**src/rtl/fp16_op_scheduler.sv**
```systemverilog
// Shares one pipelined fp16 adder and one fp16 multiplier between two requesters:
// round-robin issue, in-flight tracking and credit-protected per-requester result queues.
module fp16_op_scheduler #(
    parameter int WORD_LENGHT = 16,
    parameter int LAT         = 3,
    parameter int TAG_W       = 4,
    parameter int RQ_DEPTH    = 4
) (
    input  logic                     clk,
    input  logic                     rst,
    input  logic [1:0]               req_valid,
    output logic [1:0]               req_ready,
    input  logic [1:0]               req_op,
    input  logic [1:0]               req_mode,
    input  logic [2*WORD_LENGHT-1:0] req_a,
    input  logic [2*WORD_LENGHT-1:0] req_b,
    input  logic [2*TAG_W-1:0]       req_tag,
    output logic [1:0]               rsp_valid,
    input  logic [1:0]               rsp_ready,
    output logic [2*WORD_LENGHT-1:0] rsp_data,
    output logic [2*TAG_W-1:0]       rsp_tag,
    output logic [1:0]               rsp_error,
    output logic                     dp_mode,
    output logic [WORD_LENGHT-1:0]   dp_a,
    output logic [WORD_LENGHT-1:0]   dp_b,
    input  logic [WORD_LENGHT-1:0]   dp_add_c,
    input  logic [WORD_LENGHT-1:0]   dp_mul_c,
    input  logic                     dp_mul_error
);

    localparam int PW = $clog2(RQ_DEPTH);
    localparam int CW = $clog2(RQ_DEPTH + 1);

    logic [CW-1:0]          r_cred [2];
    logic                   r_ptr;
    logic [1:0]             w_elig;
    logic [1:0]             w_grant;
    logic                   w_issue;
    logic                   w_gid;
    logic                   w_sel_op;
    logic                   w_sel_mode;
    logic [WORD_LENGHT-1:0] w_sel_a;
    logic [WORD_LENGHT-1:0] w_sel_b;
    logic [TAG_W-1:0]       w_sel_tag;

    always_comb begin
        w_elig[0] = req_valid[0] && (r_cred[0] != '0);
        w_elig[1] = req_valid[1] && (r_cred[1] != '0);
        w_grant   = 2'b00;
        if (!rst) begin
            if (w_elig == 2'b11) begin
                w_grant[r_ptr] = 1'b1;
            end else begin
                w_grant = w_elig;
            end
        end
    end

    assign w_issue    = |w_grant;
    assign w_gid      = w_grant[1];
    assign req_ready  = w_grant;
    assign w_sel_op   = w_gid ? req_op[1]   : req_op[0];
    assign w_sel_mode = w_gid ? req_mode[1] : req_mode[0];
    assign w_sel_a    = w_gid ? req_a[2*WORD_LENGHT-1:WORD_LENGHT] : req_a[WORD_LENGHT-1:0];
    assign w_sel_b    = w_gid ? req_b[2*WORD_LENGHT-1:WORD_LENGHT] : req_b[WORD_LENGHT-1:0];
    assign w_sel_tag  = w_gid ? req_tag[2*TAG_W-1:TAG_W] : req_tag[TAG_W-1:0];

    // Issue stage: operand register shared by both units.
    always_ff @(posedge clk) begin
        if (rst) begin
            r_ptr   <= 1'b0;
            dp_a    <= '0;
            dp_b    <= '0;
            dp_mode <= 1'b0;
        end else if (w_issue) begin
            r_ptr   <= ~w_gid;
            dp_a    <= w_sel_a;
            dp_b    <= w_sel_b;
            dp_mode <= w_sel_mode;
        end
    end

    logic [LAT:0]     r_trk_vld;
    logic [LAT:0]     r_trk_id;
    logic [LAT:0]     r_trk_op;
    logic [TAG_W-1:0] r_trk_tag [LAT+1];

    // Tracker: stage LAT lines up with the unit outputs.
    always_ff @(posedge clk) begin
        if (rst) begin
            r_trk_vld <= '0;
        end else begin
            r_trk_vld <= {r_trk_vld[LAT-1:0], w_issue};
        end
    end

    always_ff @(posedge clk) begin
        r_trk_id     <= {r_trk_id[LAT-1:0], w_gid};
        r_trk_op     <= {r_trk_op[LAT-1:0], w_sel_op};
        r_trk_tag[0] <= w_sel_tag;
        for (int k = 1; k <= LAT; k++) begin
            r_trk_tag[k] <= r_trk_tag[k-1];
        end
    end

    logic                   w_cap;
    logic                   w_cap_id;
    logic [WORD_LENGHT-1:0] w_cap_data;
    logic                   w_cap_err;

    assign w_cap      = r_trk_vld[LAT];
    assign w_cap_id   = r_trk_id[LAT];
    assign w_cap_data = r_trk_op[LAT] ? dp_mul_c : dp_add_c;
    assign w_cap_err  = r_trk_op[LAT] & dp_mul_error;

    logic [WORD_LENGHT-1:0] r_q_data [2][RQ_DEPTH];
    logic [TAG_W-1:0]       r_q_tag  [2][RQ_DEPTH];
    logic                   r_q_err  [2][RQ_DEPTH];
    logic [PW-1:0]          r_wptr   [2];
    logic [PW-1:0]          r_rptr   [2];
    logic [CW-1:0]          r_cnt    [2];
    logic [1:0]             w_push;
    logic [1:0]             w_pop;

    always_comb begin
        w_push    = 2'b00;
        rsp_valid = 2'b00;
        rsp_data  = '0;
        rsp_tag   = '0;
        rsp_error = 2'b00;
        for (int i = 0; i < 2; i++) begin
            w_push[i] = w_cap && (w_cap_id == 1'(i));
            if (!rst && (r_cnt[i] != '0)) begin
                rsp_valid[i]                          = 1'b1;
                rsp_data[i*WORD_LENGHT +: WORD_LENGHT] = r_q_data[i][r_rptr[i]];
                rsp_tag[i*TAG_W +: TAG_W]             = r_q_tag[i][r_rptr[i]];
                rsp_error[i]                          = r_q_err[i][r_rptr[i]];
            end
        end
    end

    assign w_pop = rsp_valid & rsp_ready;

    // Capture / queue stage: credits count free result slots per requester.
    always_ff @(posedge clk) begin
        if (rst) begin
            for (int i = 0; i < 2; i++) begin
                r_wptr[i] <= '0;
                r_rptr[i] <= '0;
                r_cnt[i]  <= '0;
                r_cred[i] <= CW'(RQ_DEPTH);
            end
        end else begin
            for (int i = 0; i < 2; i++) begin
                if (w_push[i]) r_wptr[i] <= r_wptr[i] + PW'(1);
                if (w_pop[i])  r_rptr[i] <= r_rptr[i] + PW'(1);
                case ({w_push[i], w_pop[i]})
                    2'b10:   r_cnt[i] <= r_cnt[i] + CW'(1);
                    2'b01:   r_cnt[i] <= r_cnt[i] - CW'(1);
                    default: r_cnt[i] <= r_cnt[i];
                endcase
                case ({w_grant[i], w_pop[i]})
                    2'b10:   r_cred[i] <= r_cred[i] - CW'(1);
                    2'b01:   r_cred[i] <= r_cred[i] + CW'(1);
                    default: r_cred[i] <= r_cred[i];
                endcase
            end
        end
    end

    always_ff @(posedge clk) begin
        for (int i = 0; i < 2; i++) begin
            if (w_push[i]) begin
                r_q_data[i][r_wptr[i]] <= w_cap_data;
                r_q_tag[i][r_wptr[i]]  <= r_trk_tag[LAT];
                r_q_err[i][r_wptr[i]]  <= w_cap_err;
            end
        end
    end

endmodule
```
**config.mk**
```make
export PLATFORM = sky130hd
export DESIGN_NAME = fp16_op_scheduler
export DESIGN_NICKNAME = d
export VERILOG_FILES = /design/src/rtl/fp16_op_scheduler.sv
export SDC_FILE = /design/constraint.sdc
export NUM_CORES = 1
export LEC_CHECK = 0
export BUFFER_PORTS_ARGS = -buffer_cell sky130_fd_sc_hd__buf_2
export CAP_MARGIN = 0
export CORE_UTILIZATION = 50
export CTS_CLUSTER_DIAMETER = 80
export CTS_CLUSTER_SIZE = 20
export DETAILED_ROUTE_END_ITERATION = 10
export GPL_TIMING_DRIVEN = 0
export HOLD_SLACK_MARGIN = 0.02
export PLACE_DENSITY = 0.79
export SYNTH_ARGS = -nofsm -noshare
export SYNTH_HDL_FRONTEND = slang
export SYNTH_SLANG_ARGS = --single-unit
```
**constraint.sdc**
```tcl
create_clock -name clk -period 3 [get_ports clk]
set_input_delay 0.9 -clock clk [delete_from_list [all_inputs] [get_ports clk]]
set_output_delay 0.9 -clock clk [all_outputs]
set_load 0.02 [all_outputs]
```
Word level (Yosys, flattened, before mapping)
Memories as Yosys holds them, arrays and structs flattened.
Cells that the tools add are included.

word-level totals
  register bits = 46
  RAM bits = 204
  input bits = 115
  output and inout port bits = 79
  logic and storage cells = 219
  memories kept = 8

cells by class
  add/sub/neg operators = 12
  $lt $le $gt $ge = 8
  equality and inequality tests = 9
  muxes and demuxes = 129
  bitwise gates (word level) = 24
  reduce and logical (&&, ||, !) cells = 22

memory list
  memory           depth  bits a word  rd ports  clocked after Yosys merged registers in  write ports  RTL line  RTL
  r_q_data         2      64           2         0                                        1            116       logic [WORD_LENGHT-1:0] r_q_data [2][RQ_DEPTH];
  r_q_tag          2      16           2         0                                        1            117       logic [TAG_W-1:0] r_q_tag [2][RQ_DEPTH];
  r_trk_tag        4      4            4         0                                        4            86        logic [TAG_W-1:0] r_trk_tag [LAT+1];
  r_q_err          2      4            2         0                                        1            118       logic r_q_err [2][RQ_DEPTH];
  r_cnt            2      3            2         0                                        2            121       logic [CW-1:0] r_cnt [2];
  r_cred           2      3            2         0                                        2            34        logic [CW-1:0] r_cred [2];
  2 more memories  n/a    n/a          n/a       n/a                                      n/a          n/a

operators with widths
  operator                                                    count
  2-to-1 mux 64 bit                                           4
  2-to-1 mux 16 bit                                           15
  2-to-1 mux 1 bit                                            66
  binary-select mux 16 bit (select 2 bit)                     2
  demux 16 bit (select 2 bit)                                 2
  OR reduction 64 bit                                         1
  2-to-1 mux 4 bit                                            13
  2-to-1 mux 3 bit                                            12
  binary-select mux 4 bit (select 2 bit)                      2
  demux 4 bit (select 2 bit)                                  2
  bitwise OR 1 bit                                            16
  OR reduction 16 bit                                         1
  adder 3 x 1 -> 3 bit, second input constant                 4
  >= comparator 3 bit, second input constant                  4
  2-to-1 mux 2 bit                                            6
  NOT 2 -> 3 bit                                              4
  nonzero test 3 bit                                          4
  subtractor 3 x 1 -> 3 bit, second input constant            4
  equality test 2 bit, second input constant                  5
  OR reduction 2 bit                                          5
  logical AND 1 bit                                           9
  adder 2 x 1 -> 2 bit, second input constant                 4
  equality test 2 x 1 -> 1 bit, second input constant         4
  less-than comparator 3 x 1 -> 1 bit, second input constant  2
  other kinds (10)                                            13

Longest topological paths before layout
  depth in word-level cells = 13
  gate-level depth with buffers = 12
  depth with buffers taken out = 11

Least setup slack after synthesis
No wires, ideal clock.

  kind = input -> register
  start = in req_valid[0]
  end = mem r_cred[0][1] in the netlist's numbering, data pin
  library setup time = 255 ps
  arrival = 2659 ps
  required time = 2745 ps
  setup slack = 87 ps
  cell stages on the path = 8
  cells stage by stage = o31a_1 -> buf_4 -> clkbuf_1 -> nand3_1 -> ha_1 -> nor4_1 -> nor2_1 -> and2_1

RTL lines
  what             RTL line  RTL
  start, declared  11        input logic [1:0] req_valid,
  end, declared    34

==> results.sh <==
export IMPL_crit_type="register to output port"
export IMPL_grt_pass1_vias=7022
export IMPL_start_kind="register"
export IMPL_relSlewSlack_pct=11.51
export IMPL_whs_ps=329.8
export IMPL_min_period_ps=2975
export IMPL_drive_gt1_share_pct=35.39
export IMPL_final_area_um2=12500
export IMPL_dp_hpwl_mm=16.52
export IMPL_ys_warn_count=0
export IMPL_outcome="completed"
export IMPL_syn_instance_count=675
export IMPL_end_kind="output port"
export IMPL_wl_mm=25.38
export IMPL_tns_ps=0
export IMPL_nFillCells=1538
export IMPL_ant_nets=0
export IMPL_gp_congestion=0.8964
export IMPL_drc_errors=0
export IMPL_slowest_stage="edfxtp_1"
export IMPL_grt_start_max_net_pins=22
export IMPL_grt_ovfl_total=0
export IMPL_cts_sinks=250
export IMPL_stdcell_count=1177
export IMPL_start_util_pct=51.38
export IMPL_tightest_slew_ps=1327
export IMPL_synth_flop_cell="edfxtp_1"
export IMPL_drt_wirelength_per_cell_um=21.57
export IMPL_cp_top_family="buffers and inverters"
export IMPL_drt_initial_drc_count=503
export IMPL_maxCapViolCount=0
export IMPL_synth_edf_count=188
export IMPL_grt_antenna_before_repair=1
export IMPL_p_leak_nw=4.704
export IMPL_period_share_pct=99.16
export IMPL_synth_top_cell_area_share_pct=53.78
export IMPL_cp_cell_sequence="buf_2, mux4_2, and3_1, buf_2"
export IMPL_dr_pass1_iters=7
export IMPL_die_w_um=146.9
export IMPL_ys_seq_area_share_pct=65.61
export IMPL_synth_largest_area_cell="edfxtp_1"
export IMPL_syn_nets=814
export IMPL_cpMostUsedCell="buf_2"
export IMPL_area_growth_pct=19.07
export IMPL_cp_slowest_stage_delay_ps=450
export IMPL_netlist_area_um2=10500
export IMPL_die_height_um=146.9
export IMPL_numCtsBuffers=16
export IMPL_io_buffers=192
export IMPL_design_portCount=194
export IMPL_path_depth=4
export IMPL_clk_latency_ps=480
export IMPL_clock_path_buffers=3
export IMPL_hold_path_class="register to register"
export IMPL_cts_root_buf="clkbuf_16"
export IMPL_fin_ws_ps=25.15
export IMPL_dp_cells=1137
export IMPL_track_usage_pct=23.20
export IMPL_finalSetupViolations=0
export IMPL_rows=52
export IMPL_crit_buf_inv=2
export IMPL_ys_ff_latch=250
export IMPL_reg2regPathDepth=14
export IMPL_finClkSkew_ps=6.099
export IMPL_dp_slack_ps=-458.3
export IMPL_cp_arrival_ps=2070
export IMPL_clkTransAtPathRegs_ps=80
export IMPL_diodes=0
export IMPL_place_area_um2=11800
export IMPL_maxSlewViolCount=0
export IMPL_clock_fmax_ghz=0.3362
export IMPL_required_ps=2100
export IMPL_synth_cell_type_count=46
export IMPL_peakVddDrop_v=0.0003669
export IMPL_num_vias=7020
export IMPL_utilization_pct=61.18
export IMPL_min_path_cells=0
export IMPL_critPathMaxFanout=10
export IMPL_post_synth_cell_area_avg_um2=15.55
export IMPL_finalHoldViolations=0
export IMPL_power_density_nw_per_um2=579.1
export IMPL_async_reset_ff_share_pct=0
export IMPL_final_nets=1037
export IMPL_via_per_inst=5.964
export IMPL_yosys_top_cells_area="edfxtp_1, dfxtp_1, mux4_2"
export IMPL_die_area_um2=21580
export IMPL_totalPowerFinal_mw=7.238
export IMPL_coreArea_um2=20430
export IMPL_grt_pass1_wl_mm=38.28
export IMPL_cts_tree="built"
export IMPL_cts_max_level=1
## Yosys cell counts, types with 2 or more instances
master	n
buf_6	2
nor3_1	4
nor2_1	15
ha_1	22
nor2b_1	4
and2_1	28
fa_1	2
edfxtp_1	188
a21oi_1	4
buf_2	9
a211oi_1	34
o21ai_0	4
inv_1	17
o31ai_1	34
nand4_1	34
xor2_1	3
dfxtp_1	62
mux2_2	17
nand2b_1	2
a311oi_1	33
xnor2_1	4
mux4_2	42
nand2_1	9
buf_1	4
and3_1	27
inv_2	2
clkbuf_1	44
nand3_1	2
mux2_4	5
nand3b_1	2
## power breakdown
part           internal [mW]  switching (mW)
Combinational          0.485           0.661
Clock                   1.06            1.09
Sequential              3.86          0.0775
Total                   5.41            1.83
## cell usage in the layout (no fill, tap or decap), drive strengths merged, types with 15 or more instances in the layout
| master | n |
|---|---|
| buf | 223 |
| edfxtp | 188 |
| clkbuf | 68 |
| dfxtp | 62 |
| mux4 | 42 |
| o31ai | 35 |
| nand4 | 34 |
| a211oi | 34 |
| a311oi | 33 |
| and2 | 28 |
| and3 | 27 |
| ha | 22 |
| mux2 | 22 |
| inv | 20 |
| nor2 | 15 |
## path summary, 6_finish.rpt
kind,from,endpoint,slack (ps)
hold / removal,r_trk_tag[2][1],r_trk_tag[3][1],330
setup reg to reg,r_cred[1][0],r_cred[1][1],160
setup / recovery,r_rptr[0][1],rsp_data[6],30
hold reg to reg,r_trk_tag[2][1],r_trk_tag[3][1],330
## flip-flops by register name, indices dropped and copies added (netlist names), 6 cells and up
register / cells
dp_a: 16
dp_b: 16
r_cnt: 6
r_cred: 6
r_q_data: 128
r_q_err: 8
r_q_tag: 32
r_trk_tag: 16
## cell type report
cell class	instances	area, um2	share of cell area, %
repair buffers	207	1097	8.780
well taps	270	337.8	2.703
clock inverters	1	11.26	0.09010
multi-input cells	345	3301	26.41
clock buffers	26	459.2	3.674
flip-flops and latches	250	6887	55.10
plain buffers	58	330.3	2.643
inverters	20	75.07	0.6007
## repair_timing
| item | in CTS | in global routing |
|---|---|---|
| buffers inserted | 6 | 8 |
| gates resized for setup | 31 | 10 |
| hold buffers | 0 | 0 |
| gates cloned | 0 | 1 |
| setup endpoints to repair | 46 | 34 |
| pin swaps | 1 | 2 |
## metal layers
| metal | vias to the layer above | part of all wire, % | global-route usage, % |
|---|---|---|---|
| met1 | 3460 | 38 | 29.34 |
| met3 | 28 | 9.1 | 4.161 |
| li1 | 3145 | - | - |
| met2 | 385 | 51 | 41.78 |
| met4 | 2 | 1.6 | 4.794 |
| met5 | - | 0.051 | 0 |
## kinds of logic (layout without fill, tap and decap cells)
family | Yosys count | in the layout | share of synthesized area [%]
DFF | 250 | 250 | 65.61
muxes | 64 | 64 | 11.55
xor gates and xnor gates | 7 | 7 | 0.5841
buffers and inverters | 80 | 312 | 3.147
adders and majority gates | 24 | 24 | 3.004
and+or+nand+nor | 133 | 133 | 7.379
AOI/OAI and AO/OA | 117 | 117 | 8.726
(Power assumes the default switching activity.)
